$ cat config.mk
export PLATFORM = sky130hd
export DESIGN_NAME = hazard_stall_unit
export DESIGN_NICKNAME = d
export VERILOG_FILES = /design/src/rtl/hazard_stall_unit.sv
export SDC_FILE = /design/constraint.sdc
export NUM_CORES = 1
export LEC_CHECK = 0
export CAP_MARGIN = 20
export CORE_MARGIN = 2
export CORE_UTILIZATION = 30
export CTS_CLUSTER_SIZE = 30
export DETAILED_ROUTE_END_ITERATION = 8
export SLEW_MARGIN = 20
export SYNTH_ARGS = -nofsm -noshare
export SYNTH_HDL_FRONTEND = slang
export SYNTH_SLANG_ARGS = --single-unit
$ cat constraint.sdc
create_clock -name Clk -period 6.9 [get_ports Clk]
set_input_delay 2.07 -clock Clk [delete_from_list [all_inputs] [get_ports Clk]]
set_output_delay 2.07 -clock Clk [all_outputs]
set_load 0.01 [all_outputs]
$ cat src/rtl/hazard_stall_unit.sv
// Pipeline hazard detection for a 5-stage core: load-use and branch-in-ID stalls,
// taken-branch/jump flushes, stall/flush performance counters and a stall watchdog.
module hazard_stall_unit (
  input  logic        Clk,
  input  logic        Rst,
  input  logic [4:0]  ID_RegRs,
  input  logic [4:0]  ID_RegRt,
  input  logic        ID_UsesRt,
  input  logic        ID_Branch,
  input  logic        ID_BranchTaken,
  input  logic        ID_Jump,
  input  logic        EX_MemRead,
  input  logic        EX_RegWrite,
  input  logic [4:0]  EX_Rd,
  input  logic        MEM_MemRead,
  input  logic [4:0]  MEM_Rd,
  input  logic        CountClear,
  output logic        PC_Write,
  output logic        IFID_Write,
  output logic        IDEX_Bubble,
  output logic        IFID_Flush,
  output logic [1:0]  HazState,
  output logic [15:0] StallCycles,
  output logic [15:0] FlushCycles,
  output logic        HazError
);

  typedef enum logic [1:0] {
    RUN   = 2'b00,
    STALL = 2'b01,
    FLUSH = 2'b10
  } hazState_t;

  hazState_t  state;
  logic [1:0] consecStall;
  logic       exSrcMatch;
  logic       memSrcMatch;
  logic       loadUse;
  logic       brAlu;
  logic       brMemLoad;
  logic       stall;
  logic       flush;

  // r0 is hardwired to zero, so it never creates a dependency; rt only counts when read.
  assign exSrcMatch  = (EX_Rd != 5'd0) &&
                       ((ID_RegRs == EX_Rd) || (ID_UsesRt && (ID_RegRt == EX_Rd)));
  assign memSrcMatch = (MEM_Rd != 5'd0) &&
                       ((ID_RegRs == MEM_Rd) || (ID_UsesRt && (ID_RegRt == MEM_Rd)));

  assign loadUse   = EX_MemRead && exSrcMatch;
  assign brAlu     = ID_Branch && EX_RegWrite && !EX_MemRead && exSrcMatch;
  assign brMemLoad = ID_Branch && MEM_MemRead && memSrcMatch;

  assign stall = loadUse || brAlu || brMemLoad;
  assign flush = !stall && ((ID_Branch && ID_BranchTaken) || ID_Jump);

  // While in reset the pipeline is held frozen with a bubble in ID/EX.
  assign PC_Write    = Rst && !stall;
  assign IFID_Write  = Rst && !stall;
  assign IDEX_Bubble = !Rst || stall;
  assign IFID_Flush  = Rst && flush;

  assign HazState = state;

  always_ff @(posedge Clk or negedge Rst) begin
    if (!Rst) begin
      state       <= RUN;
      consecStall <= 2'd0;
      StallCycles <= 16'd0;
      FlushCycles <= 16'd0;
      HazError    <= 1'b0;
    end else begin
      if (stall)      state <= STALL;
      else if (flush) state <= FLUSH;
      else            state <= RUN;

      if (!stall)                    consecStall <= 2'd0;
      else if (consecStall != 2'd3)  consecStall <= consecStall + 2'd1;

      // Third back-to-back stall means something upstream is wedged; sticky until reset.
      if (stall && (consecStall == 2'd2)) HazError <= 1'b1;

      if (CountClear) begin
        StallCycles <= 16'd0;
        FlushCycles <= 16'd0;
      end else begin
        if (stall && (StallCycles != 16'hFFFF)) StallCycles <= StallCycles + 16'd1;
        if (flush && (FlushCycles != 16'hFFFF)) FlushCycles <= FlushCycles + 16'd1;
      end
    end
  end

endmodule

* Word level (Yosys, flattened, before mapping)
Cells that the tools add are included.
** Cells by class
- Add/subtract/negate cells :: 3
- Equality and inequality tests :: 9
- Muxes and demuxes :: 8
- Reductions and logical operators :: 30
** Operators by type and width (count)
- $mux 16 :: 4
- $add 16x1->16 const B :: 2
- $ne 16x16->1 const B :: 2
- $eq 5x5->1 :: 4
- $logic_and 1x1->1 :: 17
- $reduce_bool 5->1 :: 2
- $mux 2 :: 4
- $logic_or 1x1->1 :: 6
- $reduce_bool 2->1 :: 2
- $logic_not 1->1 :: 3
- $add 2x1->2 const B :: 1
- $eq 2x2->1 const B :: 1
- $ne 2x1->1 const B :: 1
- $ne 2x2->1 const B :: 1
** Storage, ports and cells
- Register bits :: 37
- Input bits :: 30
- Word-level logic and storage cells :: 55

* Logic depth before layout (Yosys ltp)
- Word-level depth :: 12
- Depth in mapped cells :: 9
- Depth with buffers taken out :: 7

* Worst setup path after synthesis
Ideal clock, no wire load.
- Kind :: input to output
- Start point :: input MEM_Rd[0]
- End point :: output PC_Write
- Arrival time :: 3.832 ns
- Data required time :: 4.830 ns
- Path slack :: 0.998 ns
- Cell stages on the path :: 8
- Path through :: or3_1 o311a_1 a22oi_4 clkbuf_1 buf_2 nand2_1 inv_1 buf_4
** Between the ends
- Word-level cells in the longest chain between the ends :: 8
- Elaborated cells between the ends (all ways) :: 10
- Those cells by class :: 2 x eq/ne; 8 x reduce/logical
** Ends and longest elaborated chain
- start: declaration :: line 16 : input logic [4:0] MEM_Rd,
- $eq 5x5->1 :: line 48 : ((ID_RegRs == MEM_Rd) || (ID_UsesRt && (ID_RegRt == MEM_Rd)));
- $logic_and 1x1->1 :: line 48
- $logic_or 1x1->1 :: line 48
- $logic_and 1x1->1 (*) :: line 47 : assign memSrcMatch = (MEM_Rd != 5'd0) &&
- $logic_and 1x1->1 (*) :: line 52 : assign brMemLoad = ID_Branch && MEM_MemRead && memSrcMatch;
- $logic_or 1x1->1 (*) :: line 54 : assign stall = loadUse || brAlu || brMemLoad;
- $logic_not 1->1 (*)
- $logic_and 1x1->1 (*)
- end: declaration :: line 18 : output logic PC_Write,
Every way passes the cells marked *; elsewhere a longest branch is shown, timed or not.

* Worst setup path in the final report
- Start point :: input MEM_Rd[0]
- End point :: output IFID_Flush
** Between the ends
- Word-level cells in the longest chain between the ends :: 9
- Elaborated cells between the ends (all ways) :: 11
- Those cells by class :: 2 x eq/ne; 9 x reduce/logical
** Ends and longest elaborated chain
- $eq 5x5->1 :: line 48
- $logic_and 1x1->1 :: line 48
- $logic_or 1x1->1 :: line 48
- $logic_and 1x1->1 (*) :: line 47
- $logic_and 1x1->1 (*) :: line 52
- $logic_or 1x1->1 (*) :: line 54
- $logic_not 1->1 (*)
- $logic_and 1x1->1 (*) :: line 55 : assign flush = !stall && ((ID_Branch && ID_BranchTaken) || ID_Jump);
- $logic_and 1x1->1 (*) :: line 61 : assign IFID_Flush = Rst && flush;
- end: declaration :: line 21 : output logic IFID_Flush,
Marks and branches as above.

==> flow_metrics.env <==
export IMPL_final_setup_tns_ns=0
export IMPL_cellPowerDensity_mw_per_mm2=139
export IMPL_worstPathCellList="clkdlybuf4s50_1 -> or3_1 -> o311a_1 -> a22oi_4 -> nand2_1 -> nor2_1 -> clkdlybuf4s50_1"
export IMPL_ir_worst_vdd_mv=0.0890
export IMPL_core_rowCount=32
export IMPL_cts_resized=0
export IMPL_post_synth_inst_count=272
export IMPL_die_width_um=93.1
export IMPL_crit_path_max_fo=3
export IMPL_avgRoutedWirePerCell_um=14.1
export IMPL_remaining_drc_errors=0
export IMPL_layout_drive_gt1_share_pct=8.58
export IMPL_worstSkewPairLatency_ns=0.29
export IMPL_grt_setup_unrepaired="no"
export IMPL_routed_wl_mm=6.20
export IMPL_vias_in_the_first_global_route=2226
export IMPL_grt_max_degree=47
export IMPL_io_buffers=68
export IMPL_cts_tree="yes"
export IMPL_worst_clock_skew_ns=0.00590
export IMPL_core_region_area_mm2=0.00773
export IMPL_cts_htree_levels=2
export IMPL_initial_core_util_pct=30.8
export IMPL_final_period_utilization_pct=90.6
export IMPL_synth_seq_area_share_pct=38.8
export IMPL_area_overhead_of_the_layout_relative_to_synthesis_pct=36.2
export IMPL_critical_path_arrival_ns=4.18
export IMPL_finalCriticalPeriod_ns=6.25
export IMPL_layout_common_cells="sky130_fd_sc_hd__clkdlybuf4s50_1, sky130_fd_sc_hd__dfrtp_1, sky130_fd_sc_hd__nor2_1"
export IMPL_setup_violations=0
export IMPL_drv_max_cap_violation_count=0
export IMPL_via_count_of_the_routed_design=2262
export IMPL_grt_antenna_before_repair=0
export IMPL_yosys_register_bits=37
export IMPL_worstSetupEndpointType="output pin"
export IMPL_timing_final_ws_setup_ns=0.649
export IMPL_critical_path_required_ns=4.83
export IMPL_post_synth_top_area_fraction_pct=38.8
export IMPL_gr_usage_all_layers_pct=15.3
export IMPL_place_ws_ns=0.647
export IMPL_worst_pin_slew_ns=0.660
export IMPL_globalRoute_totalOverflow=0
export IMPL_average_via_count_per_standard_cell=5.14
export IMPL_cts_sink_count=37
export IMPL_worst_setup_path_start_kind="primary input"
export IMPL_crit_type="in2out"
export IMPL_final_antenna_net_count=0
export IMPL_drt_pass1_iterations=4
export IMPL_fmaxAchievable_ghz=0.160
export IMPL_postCtsSetupRepairBufs=0
export IMPL_synth_area_leader_cell="sky130_fd_sc_hd__dfrtp_1"
export IMPL_maxSlewViolCount=0
export IMPL_n_antenna_cell=0
export IMPL_cts_buffers_inserted=5
export IMPL_hp_class="reg2reg"
export IMPL_clockRootBuffer="sky130_fd_sc_hd__clkbuf_8"
export IMPL_syn_cell_area_mm2=0.00238
export IMPL_final_common_cell="sky130_fd_sc_hd__clkdlybuf4s50_1"
export IMPL_final_cell_count_no_fill=440
export IMPL_leakage_nw=1.28
export IMPL_dpl_hpwl_mm=4.55
export IMPL_yosysUniqueCellTypes=36
export IMPL_final_hold_viol_count=0
export IMPL_cp_slowest_cell="sky130_fd_sc_hd__clkdlybuf4s50_1"
export IMPL_post_cts_hold_buffer_count=0
export IMPL_vert_die_dim_um=93.1
export IMPL_drt_initial_drc_count=100
export IMPL_clkSlewWorstSetupHoldPaths_ns=0.07
export IMPL_relSlewSlack_pct=55.9
export IMPL_cts_root_to_sink_buffers=2
export IMPL_syn_nets=306
export IMPL_critical_path_max_stage_delay_ns=0.54
export IMPL_total_power_uw=451
export IMPL_timing_hold_ws_ns=0.490
export IMPL_synth_area_top_cells="sky130_fd_sc_hd__dfrtp_1, sky130_fd_sc_hd__xnor2_1, sky130_fd_sc_hd__mux2_2"
export IMPL_ios=69
export IMPL_outcome="complete, no violations"
export IMPL_crit_path_frequent_cell="sky130_fd_sc_hd__clkdlybuf4s50_1"
export IMPL_yosysWarnings=0
export IMPL_gp_congestion=0.853
export IMPL_final_nets=372
export IMPL_total_die_area_mm2=0.00867
export IMPL_placedCellCount=433
export IMPL_grt_pass1_wl_mm=10.7
export IMPL_synth_avg_cell_area_um2=8.76
[worst max-delay path: cells and delay by family]
kind | cells | cell delay (ns)
AOI/OAI and AO/OA | 2 | 0.51
buffers and inverters | 2 | 1.00
and+or+nand+nor | 3 | 0.61
[routing by layer]
layer	up-vias	part of all wire, %	global-route usage [%]
li1	1122	-	-
met1	1076	47	20.6
met2	53	47	25.1
met3	11	3.5	2.74
met4	0	1.8	4.41
met5	-	0	0
[where the power goes]
group | internal (mW) | switching [mW] | total [mW] | leakage (nW)
registers | 0.220 | 0.00302 | 0.223 | 0.512
logic | 0.0369 | 0.0361 | 0.0730 | 0.722
clock network | 0.0793 | 0.0764 | 0.156 | 0.0443
[final timing paths]
path                                 from              to  slack, ns  depth (start not counted)
max                             MEM_Rd[0]      IFID_Flush       0.65                          7
min                              HazError        HazError       0.49                          1
max reg2reg                StallCycles[1]  StallCycles[5]       4.50                          8
min reg2reg                      HazError        HazError       0.49                          1
max in group asynchronous             Rst     HazState[1]       4.67                          2
min in group asynchronous             Rst  StallCycles[7]       1.89                          2
[Yosys cell counts]
| library cell | number |
|---|---|
| sky130_fd_sc_hd__nand4_1 | 7 |
| sky130_fd_sc_hd__buf_4 | 1 |
| sky130_fd_sc_hd__or2_2 | 1 |
| sky130_fd_sc_hd__nor2_1 | 30 |
| sky130_fd_sc_hd__nor4b_1 | 1 |
| sky130_fd_sc_hd__a31oi_1 | 1 |
| sky130_fd_sc_hd__buf_2 | 1 |
| sky130_fd_sc_hd__nor2b_1 | 13 |
| sky130_fd_sc_hd__a22oi_4 | 1 |
| sky130_fd_sc_hd__a311oi_1 | 1 |
| sky130_fd_sc_hd__and3_1 | 8 |
| sky130_fd_sc_hd__nor4_1 | 6 |
| sky130_fd_sc_hd__o22ai_1 | 2 |
| sky130_fd_sc_hd__a31o_2 | 1 |
| sky130_fd_sc_hd__inv_1 | 8 |
| sky130_fd_sc_hd__a21oi_1 | 21 |
| sky130_fd_sc_hd__nand2_1 | 16 |
| sky130_fd_sc_hd__nand3_1 | 22 |
| sky130_fd_sc_hd__inv_2 | 1 |
| sky130_fd_sc_hd__buf_6 | 1 |
| sky130_fd_sc_hd__dfrtp_1 | 37 |
| sky130_fd_sc_hd__or4_1 | 11 |
| sky130_fd_sc_hd__mux2_2 | 14 |
| sky130_fd_sc_hd__and4_1 | 1 |
| sky130_fd_sc_hd__o311a_1 | 1 |
| sky130_fd_sc_hd__o2111ai_1 | 1 |
| sky130_fd_sc_hd__a21o_1 | 2 |
| sky130_fd_sc_hd__nor3_1 | 7 |
| sky130_fd_sc_hd__clkbuf_1 | 10 |
| sky130_fd_sc_hd__o31ai_1 | 9 |
| sky130_fd_sc_hd__o41ai_1 | 3 |
| sky130_fd_sc_hd__ha_1 | 4 |
| sky130_fd_sc_hd__o21ai_0 | 5 |
| sky130_fd_sc_hd__xnor2_1 | 20 |
| sky130_fd_sc_hd__or3_1 | 3 |
| sky130_fd_sc_hd__xor2_1 | 1 |
[logic make-up (layout without fill, tap and decap cells)]
group	after synthesis	count (layout)	share of synthesized area, %
buffers and inverters	22	88	3.99
flip-flops	37	37	38.8
AO/OA/AOI/OAI	48	48	13.2
XOR/XNOR	21	21	7.72
AND/OR/NAND/NOR	126	126	27.5
adder cells (fa/ha/maj)	4	4	2.10
multiplexers	14	14	6.61
[area by class of cell]
cell class | count | area (um2)
fillers | 759 | 4480
multi-input cells | 213 | 1360
flip-flops and latches | 37 | 926
repair buffers | 72 | 709
well taps | 102 | 128
clock buffers | 7 | 86.3
inverters | 9 | 33.8
[sequential cells by signal (all words and copies together), names as in the netlist]
register / count
FlushCycles: 16
StallCycles: 16
HazError: 1
consecStall: 2
HazState: 2
[metrics by stage]
stage	utilization (%)	area [um2]
floorplan	-	2380
global placement	40.7	3150
detailed placement	40.9	3160
CTS	42.0	3250
global route	42.0	3250
finish	42.0	3250
Note: power is estimated with default switching activity, not from simulation.
